**src/rtl/writeback_stage.sv**
```systemverilog
// writeback_stage: MEM/WB pipeline register and writeback select.
// Holds one instruction between the memory stage and the register file.
// It drives the register-file write port and a forwarding tap to execute.
// A held instruction writes only once, however long the stall lasts.
// Optional feature macro: WB_RETIRE_CNT_EN.
//   Defined:   saturating retired-instruction counter on retire_count.
//   Undefined: retire_count is tied to 0.
module writeback_stage #(
    parameter int DATA_W = 16,
    parameter int ADDR_W = 4,
    parameter int CNT_W  = 16
) (
    input  logic              clk,
    input  logic              reset,
    input  logic              validM,
    input  logic              RegWriteM,
    input  logic              MemtoRegM,
    input  logic [ADDR_W-1:0] destAddM,
    input  logic [DATA_W-1:0] alu_resultM,
    input  logic [DATA_W-1:0] MemReadDataM,
    input  logic              stallW,
    input  logic              flushW,
    output logic              RegWriteW,
    output logic [ADDR_W-1:0] destAddW,
    output logic [DATA_W-1:0] resultW,
    output logic              validW,
    output logic              fwdValidW,
    output logic [CNT_W-1:0]  retire_count
);

    logic              valid_q,   valid_d;
    logic              wb_en_q,   wb_en_d;
    logic [ADDR_W-1:0] dest_q,    dest_d;
    logic [DATA_W-1:0] result_q,  result_d;
    logic              written_q, written_d;
    logic [DATA_W-1:0] wb_data;

    // Select the writeback source before the register so W sees a single value
    always_comb begin
        wb_data = MemtoRegM ? MemReadDataM : alu_resultM;
    end

    // Next state: flush beats stall; stall holds and marks the write as issued
    always_comb begin
        valid_d   = valid_q;
        wb_en_d   = wb_en_q;
        dest_d    = dest_q;
        result_d  = result_q;
        written_d = written_q;
        if (flushW) begin
            valid_d   = 1'b0;
            wb_en_d   = 1'b0;
            written_d = 1'b0;
        end else if (stallW) begin
            written_d = wb_en_q;
        end else begin
            valid_d   = validM;
            // R0 is hard-wired zero, so a write to it is suppressed here
            wb_en_d   = validM & RegWriteM & (destAddM != '0);
            dest_d    = destAddM;
            result_d  = wb_data;
            written_d = 1'b0;
        end
    end

    // MEM/WB register with synchronous reset
    always_ff @(posedge clk) begin
        if (reset) begin
            valid_q   <= 1'b0;
            wb_en_q   <= 1'b0;
            dest_q    <= '0;
            result_q  <= '0;
            written_q <= 1'b0;
        end else begin
            valid_q   <= valid_d;
            wb_en_q   <= wb_en_d;
            dest_q    <= dest_d;
            result_q  <= result_d;
            written_q <= written_d;
        end
    end

    // Output decode; the forwarding tap ignores written_q so it stays up across a stall
    always_comb begin
        validW    = valid_q;
        destAddW  = dest_q;
        resultW   = result_q;
        RegWriteW = wb_en_q & ~written_q;
        fwdValidW = valid_q & wb_en_q;
    end

`ifdef WB_RETIRE_CNT_EN
    logic [CNT_W-1:0] cnt_q, cnt_d;
    logic             retire;

    // A slot retires when it leaves W normally; a killed slot does not count
    always_comb begin
        retire = valid_q & ~stallW & ~flushW;
        cnt_d  = cnt_q;
        if (retire && (cnt_q != {CNT_W{1'b1}})) begin
            cnt_d = cnt_q + CNT_W'(1);
        end
    end

    // Saturating retire counter, cleared only by reset
    always_ff @(posedge clk) begin
        if (reset) begin
            cnt_q <= '0;
        end else begin
            cnt_q <= cnt_d;
        end
    end

    assign retire_count = cnt_q;
`else
    assign retire_count = '0;
`endif

endmodule

```
**config.mk**
```make
export PLATFORM = sky130hd
export DESIGN_NAME = writeback_stage
export DESIGN_NICKNAME = d
export VERILOG_FILES = /design/src/rtl/writeback_stage.sv
export SDC_FILE = /design/constraint.sdc
export NUM_CORES = 1
export LEC_CHECK = 0
export CAP_MARGIN = 10
export CORE_AREA = 2 2 62 64
export DETAILED_ROUTE_END_ITERATION = 7
export DIE_AREA = 0 0 64 66
export HOLD_SLACK_MARGIN = 0.15
export PLACE_DENSITY = 0.8
export SYNTH_ARGS = -nofsm -noshare
export SYNTH_HDL_FRONTEND = slang
export SYNTH_SLANG_ARGS = --single-unit
```
**constraint.sdc**
```tcl
create_clock -name clk -period 1.3 [get_ports clk]
set_input_delay 0.325 -clock clk [delete_from_list [all_inputs] [get_ports clk]]
set_output_delay 0.325 -clock clk [all_outputs]
set_load 0.01 [all_outputs]
```
==> qor.yml <==
outcome: "finished, final reports clean"
clkTransAtPathRegs_ns: 0.12
hold_class: "reg2reg"
whs_ns: 0.4841
diodes: 0
cts-root-buf: "clkbuf_4"
hpwl_um: 1943
hold_depth: 2
core.rowCount: 22
met2_usage_pct: 23.18
synth_top_cell_area_share_pct: 38.70
crit_chain: "dlygate4sd2_1"
slowest_stage: "dfxtp_2"
cp.depth: 1
crit_path_max_fanout: 3
nets: 231
yosys.area_share.adder_pct: 0
netlist_instances: 120
place_area_um2: 1867
via_per_inst: 4.400
ys_ff_latch: 23
crit_start: "validW"
port_buffers: 65
htree_levels: 1
powerDensity_nw_per_um2: 806.0
worstPathArrival_ns: 0.92
ir_drop_v: 0.0004787
grt_pass1_wl_um: 4312
die_w_um: 64
areaGrowthSynthToFinish_pct: 57.41
numCtsBuffers: 3
yosysWarnings: 0
synth_top_family_by_area: "compound AO/OA/AOI/OAI gates"
synth_cell_type_count: 21
gr-total-overflow: 0
cp.required_ns: 0.98
critPathKind: "reg2out"
combPwrFrac_pct: 27.7
grtUsageMet3_pct: 3.748
cts_sinks: 23
wire_per_inst_um: 10.56
dieArea_um2: 4224
seq_area_frac_synth_pct: 38.70
final_max_slew_viol_count: 0
grt_use_total_pct: 12.84
cts_buffer_depth: 2
fin_crit_sh_pct: 95.49
finClkSkew_ns: 0.0001767
crit_family: "flip-flops"
pre_cts_slack_ns: -0.2605
start_util_pct: 33.51
synth-simple-area-share_pct: 11.99
drc: 0
dieHeight_um: 66
syn_avg_cell_area_um2: 9.916
synth_top_area_cell: "dfxtp_1"
grt_max_degree: 24
maxCapViolCount: 0
fin_tns_setup_ns: 0
rsz0062_at_grt: "yes"
switching_power_mw: 0.4041
mappedNetlistArea_um2: 1190
hp-start: "wb_en_q"
p_clk_share_pct: 21.6
use_met1_pct: 14.14
fillers: 345
reg2reg_from: "validW"
max_freq_mhz: 805.6
synth_compound_area_share_pct: 18.72
p_int_mw: 1.106
slowest_delay_ns: 0.34
ant_nets: 0
sw_frac_of_total_pct: 26.77
setup_ws_ns: 0.05864
crit_buf_inv: 1
p_seq_share_pct: 50.7
top_level_ports: 82
drt_pre_antenna_iters: 4
finalInstanceArea_um2: 1873
startpoint_type: "flop"
cp-end-kind: "output port"
synthMuxAreaShare_pct: 13.46
via_count: 1034
reg2regPathDepth: 3
multiInputGateArea_um2: 585.6
drt_iter0_drc: 9
seqCellArea_um2: 469.2
layout_min_cycle_time_ns: 1.241
synth_area_leaders: "dfxtp_1 39%, mux2i_1 13%, buf_4 12%"
tritoncts: "built"
synthXorXnorAreaFrac_pct: 0
grt_pass1_vias: 1018
wl_um: 2481
antenna_found_initial: 0
grt.busiest_layer: "met2"
setup_viol: 0
hold_violations: 0
p_leak_nw: 0.7847
core_um2: 3551
post_cts_buffers: 0
gp_congestion: 0.6792
clk_latency_ns: 0.30
drive_gt1_share_pct: 19.25
-- worst paths after layout --
| check | slack [ns] | to |
|---|---|---|
| setup / recovery | 0.06 | validW |
| hold / removal | 0.48 | written_q |
| setup reg to reg | 0.56 | validW |
| hold reg to reg | 0.48 | written_q |
-- layer usage --
metal,vias to the layer above,part of all wire [%]
met3,2,10
li1,521,-
met2,52,48
met4,0,0.77
met5,-,0
met1,459,41
-- power groups by stage --
stage | sequential, mW | combinational, mW | clock [mW]
floorplan | 0.800 | 0.216 | 0
global placement | 0.780 | 0.440 | 0
detailed placement | 0.781 | 0.447 | 0
CTS | 0.764 | 0.420 | 0.349
global route | 0.773 | 0.457 | 0.387
finish | 0.766 | 0.418 | 0.326
-- state kept, by name, summed over array words and instances, names as in the netlist --
signal,flops
destAddW,4
validW,1
written_q,1
wb_en_q,1
resultW,16
-- synth_stat cells --
library cell  instances
buf_6                 3
a21oi_1               5
buf_8                 1
o21ai_0               4
nor2_1               16
mux2i_1              16
a211oi_2             10
a211oi_1              7
buf_2                 1
conb_1                1
nor2b_1               1
and2_1                1
nor2_8                1
nand3_1               1
buf_1                 1
nor3_1                2
dfxtp_1              23
nand2_1               5
and2b_2               1
buf_4                19
or4_1                 1
-- final cells by class --
class	count	share of cell area [%]
Multi-Input combinational cell	87	31.26
Sequential cell	23	25.05
Clock inverter	1	0.2672
Tap cell	48	3.206
Clock buffer	3	1.202
Timing Repair Buffer	73	39.01
-- metrics by stage --
stage | power [mW] | instances | utilization, %
floorplan | 1.016 | 135 | -
global placement | 1.220 | 231 | 52.57
detailed placement | 1.228 | 231 | 52.57
CTS | 1.533 | 235 | 52.57
global route | 1.616 | 235 | 52.75
finish | 1.510 | 235 | 52.75
-- kinds of logic after synthesis --
group           Yosys count
flops                    23
simple gates             29
mux                      16
compound gates           26
buf+inv                  25
other cells               1
-- layout by cell type, fill, tap and decap left out, types with 2 or more instances in the layout --
cell	count
buf_12	4
buf_4	4
nand2_1	5
dlygate4sd2_1	4
a211oi_2	10
clkbuf_2	3
nor3_1	2
clkdlybuf4s50_1	42
o21ai_0	4
dfxtp_2	7
clkbuf_4	3
buf_2	2
conb_1	16
a211oi_1	7
clkdlybuf4s15_1	14
a21oi_1	5
mux2i_1	16
nor2_1	16
dfxtp_1	16
-- what timing repair did --
item                       in CTS  in global routing
setup endpoints to repair      23                 20
hold buffers                    0                  0
cloned                          0                  0
gates resized for setup        30                 26
No activity file was read; power rests on OpenSTA's default activity.
